==> src/rtl/neuron_lif_param.sv <==
// neuron_lif_param: parametrised leaky integrate-and-fire neuron tile.
//   N_DEND dendrites with signed weights, a configurable threshold and refractory period,
//   a saturating unsigned membrane, and a leak (U >> 1) on each rising edge of the
//   selected decay bus line. Configured over a daisy-chained shift register.
// Ports:
//   clk      - clock, all state on posedge
//   nn_reset - asynchronous active-high reset
//   conf_en  - 1 = shift config bitstream, 0 = run
//   bs_in    - config bitstream in
//   bs_out   - config bitstream out (top bit of the config register)
//   dend     - dendritic spike inputs
//   dBus     - shared decay clock bus
//   axon     - registered one-cycle spike output
//   u_out    - membrane value (debug)
module neuron_lif_param #(
    parameter int unsigned N_DEND = 3,
    parameter int unsigned W_BITS = 4,
    parameter int unsigned U_BITS = 8,
    parameter int unsigned DBUS_W = 8,
    parameter int unsigned REF_W  = 3
) (
    input  logic              clk,
    input  logic              nn_reset,
    input  logic              conf_en,
    input  logic              bs_in,
    output logic              bs_out,
    input  logic [N_DEND-1:0] dend,
    input  logic [DBUS_W-1:0] dBus,
    output logic              axon,
    output logic [U_BITS-1:0] u_out
);
    localparam int unsigned SEL_W   = $clog2(DBUS_W);
    localparam int unsigned CFG_LEN = N_DEND * W_BITS + SEL_W + REF_W + U_BITS;
    localparam int unsigned SUM_W   = W_BITS + $clog2(N_DEND) + 1;
    // Wide enough for UMAX plus the most positive or negative dendritic sum.
    localparam int unsigned ACC_W   = U_BITS + SUM_W + 1;
    localparam int unsigned TSEL_LO = N_DEND * W_BITS;
    localparam int unsigned REF_LO  = TSEL_LO + SEL_W;
    localparam int unsigned THR_LO  = REF_LO + REF_W;

    logic [CFG_LEN-1:0] cfg_q, cfg_d;
    logic [U_BITS-1:0]  u_q, u_d;
    logic [REF_W-1:0]   ref_cnt_q, ref_cnt_d;
    logic               axon_q, axon_d;
    logic               dbus_q, dbus_d;

    logic [SEL_W-1:0]   tsel;
    logic [REF_W-1:0]   ref_val;
    logic [U_BITS-1:0]  thr;
    logic               dbus_sel;
    logic               leak;
    logic [U_BITS-1:0]  u_l;
    logic [W_BITS-1:0]  w_i;
    logic [SUM_W-1:0]   sum;
    logic [ACC_W-1:0]   acc;
    logic [U_BITS-1:0]  nxt;

    assign tsel     = cfg_q[TSEL_LO +: SEL_W];
    assign ref_val  = cfg_q[REF_LO +: REF_W];
    assign thr      = cfg_q[THR_LO +: U_BITS];
    assign dbus_sel = dBus[tsel];

    assign bs_out = cfg_q[CFG_LEN-1];
    assign axon   = axon_q;
    assign u_out  = u_q;

    // Leak only on a rising edge of the selected decay line.
    assign leak = dbus_sel & ~dbus_q;
    assign u_l  = leak ? (u_q >> 1) : u_q;

    // Signed sum of the weights of the active dendrites.
    always_comb begin
        sum = '0;
        w_i = '0;
        for (int i = 0; i < N_DEND; i++) begin
            w_i = cfg_q[W_BITS*i +: W_BITS];
            if (dend[i]) begin
                sum = sum + {{(SUM_W-W_BITS){w_i[W_BITS-1]}}, w_i};
            end
        end
    end

    // Two's complement add in a never-wrapping width, then clamp to 0..UMAX.
    always_comb begin
        acc = {{(ACC_W-U_BITS){1'b0}}, u_l} + {{(ACC_W-SUM_W){sum[SUM_W-1]}}, sum};
        if (acc[ACC_W-1]) begin
            nxt = '0;
        end else if (acc[ACC_W-2:U_BITS] != '0) begin
            nxt = '1;
        end else begin
            nxt = acc[U_BITS-1:0];
        end
    end

    always_comb begin
        cfg_d     = cfg_q;
        u_d       = u_q;
        ref_cnt_d = ref_cnt_q;
        axon_d    = 1'b0;
        dbus_d    = dbus_sel;
        if (conf_en) begin
            cfg_d = {cfg_q[CFG_LEN-2:0], bs_in};
        end else if (ref_cnt_q != '0) begin
            u_d       = u_l;
            ref_cnt_d = ref_cnt_q - REF_W'(1);
        end else if ((thr != '0) && (nxt >= thr)) begin
            axon_d    = 1'b1;
            u_d       = '0;
            ref_cnt_d = ref_val;
        end else begin
            u_d = nxt;
        end
    end

    always_ff @(posedge clk or posedge nn_reset) begin
        if (nn_reset) begin
            cfg_q     <= '0;
            u_q       <= '0;
            ref_cnt_q <= '0;
            axon_q    <= 1'b0;
            dbus_q    <= 1'b0;
        end else begin
            cfg_q     <= cfg_d;
            u_q       <= u_d;
            ref_cnt_q <= ref_cnt_d;
            axon_q    <= axon_d;
            dbus_q    <= dbus_d;
        end
    end

endmodule

==> config.mk <==
export PLATFORM = sky130hd
export DESIGN_NAME = neuron_lif_param
export DESIGN_NICKNAME = d
export VERILOG_FILES = /design/src/rtl/neuron_lif_param.sv
export SDC_FILE = /design/constraint.sdc
export NUM_CORES = 1
export LEC_CHECK = 0
export BUFFER_PORTS_ARGS = -buffer_cell sky130_fd_sc_hd__buf_2
export CAP_MARGIN = 20
export CORE_ASPECT_RATIO = 0.6
export CORE_MARGIN = 4
export CORE_UTILIZATION = 40
export CTS_BUF_LIST = sky130_fd_sc_hd__clkbuf_4
export DETAILED_ROUTE_END_ITERATION = 16
export GPL_TIMING_DRIVEN = 0
export PLACE_DENSITY = 0.68
export RECOVER_POWER = 50
export SYNTH_ARGS = -nofsm -noshare
export SYNTH_HDL_FRONTEND = slang
export SYNTH_SLANG_ARGS = --single-unit
==> constraint.sdc <==
create_clock -name clk -period 16.9 [get_ports clk]
set_input_delay 3.38 -clock clk [delete_from_list [all_inputs] [get_ports clk]]
set_output_delay 3.38 -clock clk [all_outputs]
set_load 0.005 [all_outputs]
==> results of run 1 <==
[worst paths after layout]
path                       depth (start not counted)                startpoint  slack [ns]                        to
max                                               30                   dend[0]        7.42      u_out[3]$_DFFE_PP0N_
max in group asynchronous                          2                  nn_reset       12.55     cfg_q[21]$_DFFE_PP0P_
max reg2reg                                       29      cfg_q[0]$_DFFE_PP0P_       10.20      u_out[3]$_DFFE_PP0N_
min in group asynchronous                          2                  nn_reset        3.44     cfg_q[13]$_DFFE_PP0P_
min                                                1  ref_cnt_q[0]$_DFFE_PP0P_        0.49  ref_cnt_q[0]$_DFFE_PP0P_
min reg2reg                                        1  ref_cnt_q[0]$_DFFE_PP0P_        0.49  ref_cnt_q[0]$_DFFE_PP0P_
[cells by family after synthesis]
kind of cell             Yosys count  synth area share [%]
XOR/XNOR                           9                  3.03
multiplexers                      34                  13.5
buffers and inverters             37                  4.66
adder cells (fa/ha/maj)           29                  12.0
AND/OR/NAND/NOR                  104                  15.4
flip-flops                        39                  30.3
AO/OA/AOI/OAI                     91                  21.1
[cell usage after synthesis, drive strengths merged (2+ instances only)]
library cell  instances
nor3                  9
nor2b                 2
nand4b                2
a211o                 3
or2                   3
a21oi                19
mux2                 26
clkbuf                6
o21a                  4
nand3                 6
o21ai                23
a211oi                9
nand2                34
nand2b                5
a31oi                 5
xor2                  3
dfrtp                39
o221ai                6
and2                  2
buf                   5
xnor2                 6
fa                    3
mux4                  2
a21o                  4
nor4                  2
ha                   26
o2111ai               2
nor2                 32
o211ai                3
o31ai                 3
mux2i                 6
inv                  26
and3b                 2
o22ai                 2
[metrics by stage]
step / hold WS, ns / instance area, um^2
4_1_cts: 0.492 / 3520
3_3_place_gp: 0.466 / 3470
2_1_floorplan: 0.447 / 3220
3_5_place_dp: 0.475 / 3470
6_report: 0.490 / 3520
5_1_grt: 0.514 / 3520
[flip-flops by register name, summed over array words and instances (netlist names)]
name       count
cfg_q         26
u_out          8
ref_cnt_q      3
axon           1
dbus_q         1
[report_power, final]
part	internal [W]	switching, W
clock network	0.0000148	0.0000320
registers	0.000127	0.0000352
logic	0.000235	0.000324
[critical path: cells and delay by family]
kind,cells,cell delay [ns]
compound gates,10,2.23
xor+xnor,1,0.23
fa+ha+maj,5,1.53
buf+inv,5,0.53
mux,1,0.34
simple gates,8,1.51
[per-layer routing]
layer	global-route usage, %	vias to the layer above	share of wire (%)
met5	0	-	0
met4	2.65	0	0.70
met3	3.86	8	5.6
met2	24.7	54	41
met1	26.5	1264	52
li1	-	1312	-
[cell type report]
| cell class | count | area [um^2] |
|---|---|---|
| multi-input cells | 267 | 2090 |
| inverters | 26 | 97.6 |
| fillers | 788 | 4340 |
| clock buffers | 5 | 37.5 |
| repair buffers | 23 | 114 |
| well taps | 108 | 135 |
| flip-flops and latches | 39 | 976 |
| plain buffers | 11 | 52.6 |
| clock inverters | 2 | 8.76 |
==> key figures, run 1 <==
Finish
  – Fin nets: 417
  – Final Util: 44.8%
  – Area growth, synth to finish: 9.17%
  – Commonest non-fill, non-tap cells in the layout: 39 x dfrtp_1, 34 x nand2_1, 31 x nor2_1
  – Finished Layout Cells: 481
  – Most common cell after layout, fill and taps aside: dfrtp_1
  – Fraction of layout cells with a size suffix above 1: 21.4%
  – # diodes: 0

STA
  – Final Setup Violations: 0
  – Final Hold Vio Count: 0
  – Max-slew violation count: 40
  – Final worst slack: 7.42 ns
  – RSZ-0062 raised after global routing: false
  – Crit path time final: 9.48 ns
  – Worst-margin pin slew: 1.52 ns
  – Slew HR: -1.12%
  – Total Neg Setup Slack: 0 ns
  – Peak Freq: 105 MHz
  – Clock Skew: 0.0181 ns
  – Crit share post-route: 56.1%

Yosys
  – Syn Area/Cell: 9.39 um^2
  – EDFF count, synth: 0
  – Area contributors post-synth: dfrtp_1 30%, ha_1 10%, mux2_2 9.1%
  – Most area-hungry cell type in the Yosys netlist: dfrtp_1
  – Net Count, Synth: 387
  – Yosys warnings: 0
  – Sequential area share after synthesis: 30.3%
  – Yosys top cell area share: 30.3%
  – Number of synthesized register bits: 39
  – Yosys cell types: 62
  – Mapped Area: 3220 um^2
  – Predominant post-synthesis flop cell: dfrtp_1
  – Ys async rst share: 100%
  – Synthesized netlist cell count: 343

Floorplanning
  – Boundary pin count: 25
  – Starting Density: 41.0%
  – Core ar.: 7850 um^2
  – Chip width: 124 um
  – Total die area: 9600 um^2
  – Core Rows: 25
  – Die Y: 77.5 um

Hold path
  – Hold Crit Class: register to register

CTS
  – Total CTS buffers: 5
  – H-Tree Depth: 2
  – Worst-path clk slew: 0.13 ns
  – Setup Fix Bufs, Post-CTS: 0
  – CTS Buffer Depth: 2
  – CTS tree: yes
  – Clock sink count: 39
  – Root Buffer Master: clkbuf_4
  – Hold buffer count at cts: 0
  – Post-CTS Resized: 0
  – Clk Latency, worst-skew pair: 0.37 ns

Power
  – PwrDens: 218 nW/um^2
  – P_leak: 1.60 nW
  – Final Power: 0.000768 W
  – Max VDD drop: 0.0735 mV

Placed design
  – Dpl hpwl: 6070 um
  – Port Buf Inserts: 23
  – Dpl cells: 474
  – Pre-CTS setup slack: 7.06 ns
  – Gp weighted congestion: 0.872

Job
  – Max_cap viols: 1

Drt
  – Vias/cell: 5.48
  – DRT Pass-1 Iters: 6
  – Final wirelength: 7570 um
  – Residual DRC: 0
  – Starting DRC count in detailed routing: 198
  – Final antenna-violating net count: 0
  – Total vias in the final route: 2638
  – Avg WL per Cell: 15.7 um

Setup path
  – Critical Path RT: 17.19 ns
  – Most frequent CP cell: ha_1
  – Crit Path Class: input pin to register
  – CP max stage cell: fa_1
  – Crit Path Max Fanout: 8
  – CP arrival: 9.77 ns
  – Setup crit start kind: input pin
  – Crit end category: register
  – Slowest stage delay, CP: 0.40 ns

Global route
  – Antenna violations before repair: 0
  – Pin count of the biggest net entering global routing: 40
  – Gr ovfl total: 0
  – Total global routing track utilization: 17.2%
  – Vias in the first global route: 2590
  – First-pass GRT wire length: 13000 um

Run status
  – Failing checks: max-capacitance violations, max-slew violations
  – Status: finished with violations
(Power assumes the default switching activity.)
==> inputs of run 2 (changes only) <==
- ABC_AREA: unset -> 1
- clock period: 16.9 -> 9.6 ns (I/O delays scaled with it)
==> run 2 against run 1 <==
Net effect: wire length increased by 3.0%; utilization is 0.62 points higher; critical endpoint is now ref_cnt_q[2]$_DFFE_PP0P_; combinational power up 35%; first-iteration DRC count up 19%; cell area rose by 2.6%; clock power increased by 140%; the flow now finishes without violations; global-route usage is 1.1 points lower; die area increased by 1.9%.
==> key figures, run 2 <==
STA
  – Worst hold slack: 0.521 ns (was 0.490 ns)
  – Max-slew violation count: 0 (was 40)
  – Final worst slack: 2.42 ns (was 7.42 ns)
  – RSZ-0062 raised after global routing: false (unchanged)
  – Final Setup Violations: 0 (unchanged)
  – Final Hold Vio Count: 0 (unchanged)
  – Total Neg Setup Slack: 0 ns (unchanged)
  – Clock Skew: 0.0131 ns (was 0.0181 ns)
  – Slew HR: 2.86% (was -1.12%)
  – Peak Freq: 139 MHz
  – Worst-margin pin slew: 1.46 ns (was 1.52 ns)
  – Crit share post-route: 74.8%
  – Crit path time final: 7.18 ns

Setup path
  – Crit end category: register (unchanged)
  – Crit path buffers/inverters: 6 (was 5)
  – Crit Path Class: input pin to register (unchanged)
  – Largest delay share family, worst path: compound AO/OA/AOI/OAI gates (unchanged)
  – CP arrival: 7.41 ns (was 9.77 ns)
  – CP max stage cell: a21oi_2 (was fa_1)
  – Critical path origin: dend[0] (unchanged)
  – Critical Path RT: 9.83 ns (was 17.19 ns)
  – Setup crit start kind: input pin (unchanged)
  – Crit Path Max Fanout: 9 (was 8)
  – Most frequent CP cell: nand2_1 (was ha_1)
  – Reg2reg start: cfg_q[0]$_DFFE_PP0P_ (unchanged)
  – FF-to-FF setup slack: 3.70 ns (was 10.20 ns)
  – Slowest stage delay, CP: 0.42 ns (was 0.40 ns)

Finish
  – Fin nets: 524 (was 417)
  – Fill count: 822 (was 788)
  – # diodes: 0 (unchanged)
  – Most common cell after layout, fill and taps aside: nand2_1 (was dfrtp_1)
  – Top reg by flops: cfg_q (unchanged)
  – Max reg flops: 26 (unchanged)
  – Fraction of layout cells with a size suffix above 1: 14.1% (was 21.4%)
  – Final Cell Area: 3610 um^2 (was 3520 um^2)
  – Commonest non-fill, non-tap cells in the layout: 133 x nand2_1, 74 x inv_1, 42 x o21ai_0 (was 39 x dfrtp_1, 34 x nand2_1, 31 x nor2_1)
  – Area growth, synth to finish: 9.74% (was 9.17%)

CTS
  – Clock sink count: 39 (unchanged)
  – Root Buffer Master: clkbuf_4 (unchanged)
  – CTS tree: yes (unchanged)
  – Setup Fix Bufs, Post-CTS: 0 (unchanged)
  – Hold buffer count at cts: 0 (unchanged)
  – H-Tree Depth: 2 (unchanged)
  – Worst-path clk slew: 0.12 ns (was 0.13 ns)
  – Total CTS buffers: 5 (unchanged)
  – Post-CTS Resized: 0 (unchanged)
  – CTS Buffer Depth: 2 (unchanged)
  – Clk Latency, worst-skew pair: 0.36 ns (was 0.37 ns)

Power
  – PwrDens: 309 nW/um^2 (was 218 nW/um^2)
  – Max VDD drop: 0.134 mV (was 0.0735 mV)
  – P_leak: 1.94 nW (was 1.60 nW)

Floorplanning
  – Total die area: 9780 um^2 (was 9600 um^2)
  – Chip width: 125 um (was 124 um)
  – Die Y: 78.2 um (was 77.5 um)
  – Boundary pin count: 25 (unchanged)
  – Core Rows: 25 (unchanged)
  – Core ar.: 7950 um^2 (was 7850 um^2)
  – Starting Density: 41.4% (was 41.0%)

Drt
  – Residual DRC: 0 (unchanged)
  – Final wirelength: 7790 um (was 7570 um)
  – Vias/cell: 4.93 (was 5.48)
  – Final antenna-violating net count: 0 (unchanged)
  – DRT Pass-1 Iters: 5 (was 6)
  – Avg WL per Cell: 13.2 um (was 15.7 um)
  – Total vias in the final route: 2904 (was 2638)
  – Starting DRC count in detailed routing: 235 (was 198)

Yosys
  – Syn Area/Cell: 7.30 um^2 (was 9.39 um^2)
  – Most area-hungry cell type in the Yosys netlist: dfrtp_1 (unchanged)
  – Yosys cell types: 38 (was 62)
  – Number of synthesized register bits: 39 (unchanged)
  – EDFF count, synth: 0 (unchanged)
  – Predominant post-synthesis flop cell: dfrtp_1 (unchanged)
  – Synth Area in Compound Gates: 14.4% (was 21.1%)
  – Post-Synth Simple-Gate Area: 30.9% (was 15.4%)
  – Portion of netlist area occupied by mux cells: 0% (was 13.5%)
  – Ys async rst share: 100% (unchanged)
  – Sequential area share after synthesis: 29.7% (was 30.3%)
  – Synthesized netlist cell count: 450 (was 343)
  – Main combinational cell family by area after synthesis: simple AND/OR/NAND/NOR gates (was compound AO/OA/AOI/OAI gates)
  – Mapped Area: 3290 um^2 (was 3220 um^2)
  – Net Count, Synth: 494 (was 387)
  – Synth Area in Adders: 11.7% (was 12.0%)
  – Area contributors post-synth: dfrtp_1 30%, nand2_1 15%, ha_1 9.9% (was dfrtp_1 30%, ha_1 10%, mux2_2 9.1%)
  – Yosys top cell area share: 29.7% (was 30.3%)
  – Commonest cells in the netlist: 133 x nand2_1, 74 x inv_1, 42 x o21ai_0 (was 39 x dfrtp_1, 34 x nand2_1, 31 x nor2_1)
  – Yosys warnings: 0 (unchanged)
  – Top-count cell post-synth: nand2_1 (was dfrtp_1)
  – XOR/XNOR Fraction of Synth Area: 2.66% (was 3.03%)

Placed design
  – Placed Area: 3540 um^2 (was 3470 um^2)
  – Gp weighted congestion: 0.925 (was 0.872)
  – Pre-CTS setup slack: 2.07 ns (was 7.06 ns)
  – Port Buf Inserts: 23 (unchanged)
  – Dpl hpwl: 6270 um (was 6070 um)

Hold path
  – Hold Crit Class: register to register (unchanged)
  – Hold path startpoint: cfg_q[22]$_DFFE_PP0P_ (was ref_cnt_q[0]$_DFFE_PP0P_)

Global route
  – Pin count of the biggest net entering global routing: 40 (unchanged)
  – First-pass GRT wire length: 12600 um (was 13000 um)
  – Vias in the first global route: 2654 (was 2590)
  – Gr ovfl total: 0 (unchanged)
  – Antenna violations before repair: 0 (unchanged)
  – Total global routing track utilization: 16.1% (was 17.2%)

Run status
  – Status: finished, final reports clean (was finished with violations)

Job
  – Max_cap viols: 0 (was 1)
## run 2: changes by cell type in the layout (fill, tap and decap cells not counted), moves of 6 or more
cell	previous run	this run
nand2_1	34	133
inv_1	25	74
a211oi_1	6	0
mux2_2	25	0
o221ai_2	6	0
nor3_1	9	1
o21ai_0	18	42
nand3_2	0	10
xor2_1	3	9
nor2_1	31	20
nand3_1	6	19
## run 2: power breakdown
group | switching, W | internal, W | leakage, nW
Combinational | 0.000475 | 0.000276 | 1.40
Clock | 0.0000565 | 0.0000536 | 0.0426
Sequential | 0.0000438 | 0.000208 | 0.497
Total | 0.000576 | 0.000538 | 1.94
## run 2: area by class of cell
class / instances / area, um^2 / share of cell area, %
Multi-Input combinational cell: 323 / 1960 / 54.2
Sequential cell: 39 / 976 / 27.1
Inverter: 77 / 292 / 8.08
Tap cell: 108 / 135 / 3.75
Timing Repair Buffer: 23 / 114 / 3.16
Buffer: 11 / 58.8 / 1.63
Clock inverter: 3 / 38.8 / 1.08
Clock buffer: 5 / 37.5 / 1.04
## run 2: cell families after synthesis
logic type	count (synthesis)
XOR/XNOR	10
adder cells (fa/ha/maj)	29
AND/OR/NAND/NOR	206
buffers and inverters	88
flip-flops	39
AO/OA/AOI/OAI	78
## run 2: metrics by stage
stage | total power [W] | std cells | utilization [%]
3_3_place_gp | 0.000971 | 581 | 44.5
3_5_place_dp | 0.000995 | 581 | 44.5
2_1_floorplan | 0.000815 | 450 | -
6_report | 0.00111 | 589 | 45.4
5_1_grt | 0.00123 | 589 | 45.4
4_1_cts | 0.00111 | 589 | 45.5
## run 2: path summary, 6_finish.rpt
| path | to | cells past startpoint |
|---|---|---|
| worst min-delay path | cfg_q[23]$_DFFE_PP0P_ | 2 |
| worst min register to register | cfg_q[23]$_DFFE_PP0P_ | 2 |
| max in group asynchronous | u_out[0]$_DFFE_PP0N_ | 2 |
| min in group asynchronous | cfg_q[12]$_DFFE_PP0P_ | 2 |
| worst max-delay path | ref_cnt_q[2]$_DFFE_PP0P_ | 36 |
| worst max register to register | ref_cnt_q[2]$_DFFE_PP0P_ | 35 |
## run 2: tightest hold or removal path, cell delays in order, from the launching register on
cell and delay [ns]:
dfrtp_1 0.38, nand2_1 0.05, o21ai_0 0.06
## run 2: metal layers
metal	vias to the layer above	global-route usage, %	routed length, um
met4	0	4.65	95
li1	1501	-	-
met1	1316	24.6	4160
met5	-	0	0
met2	77	23.5	3030
met3	10	2.18	501
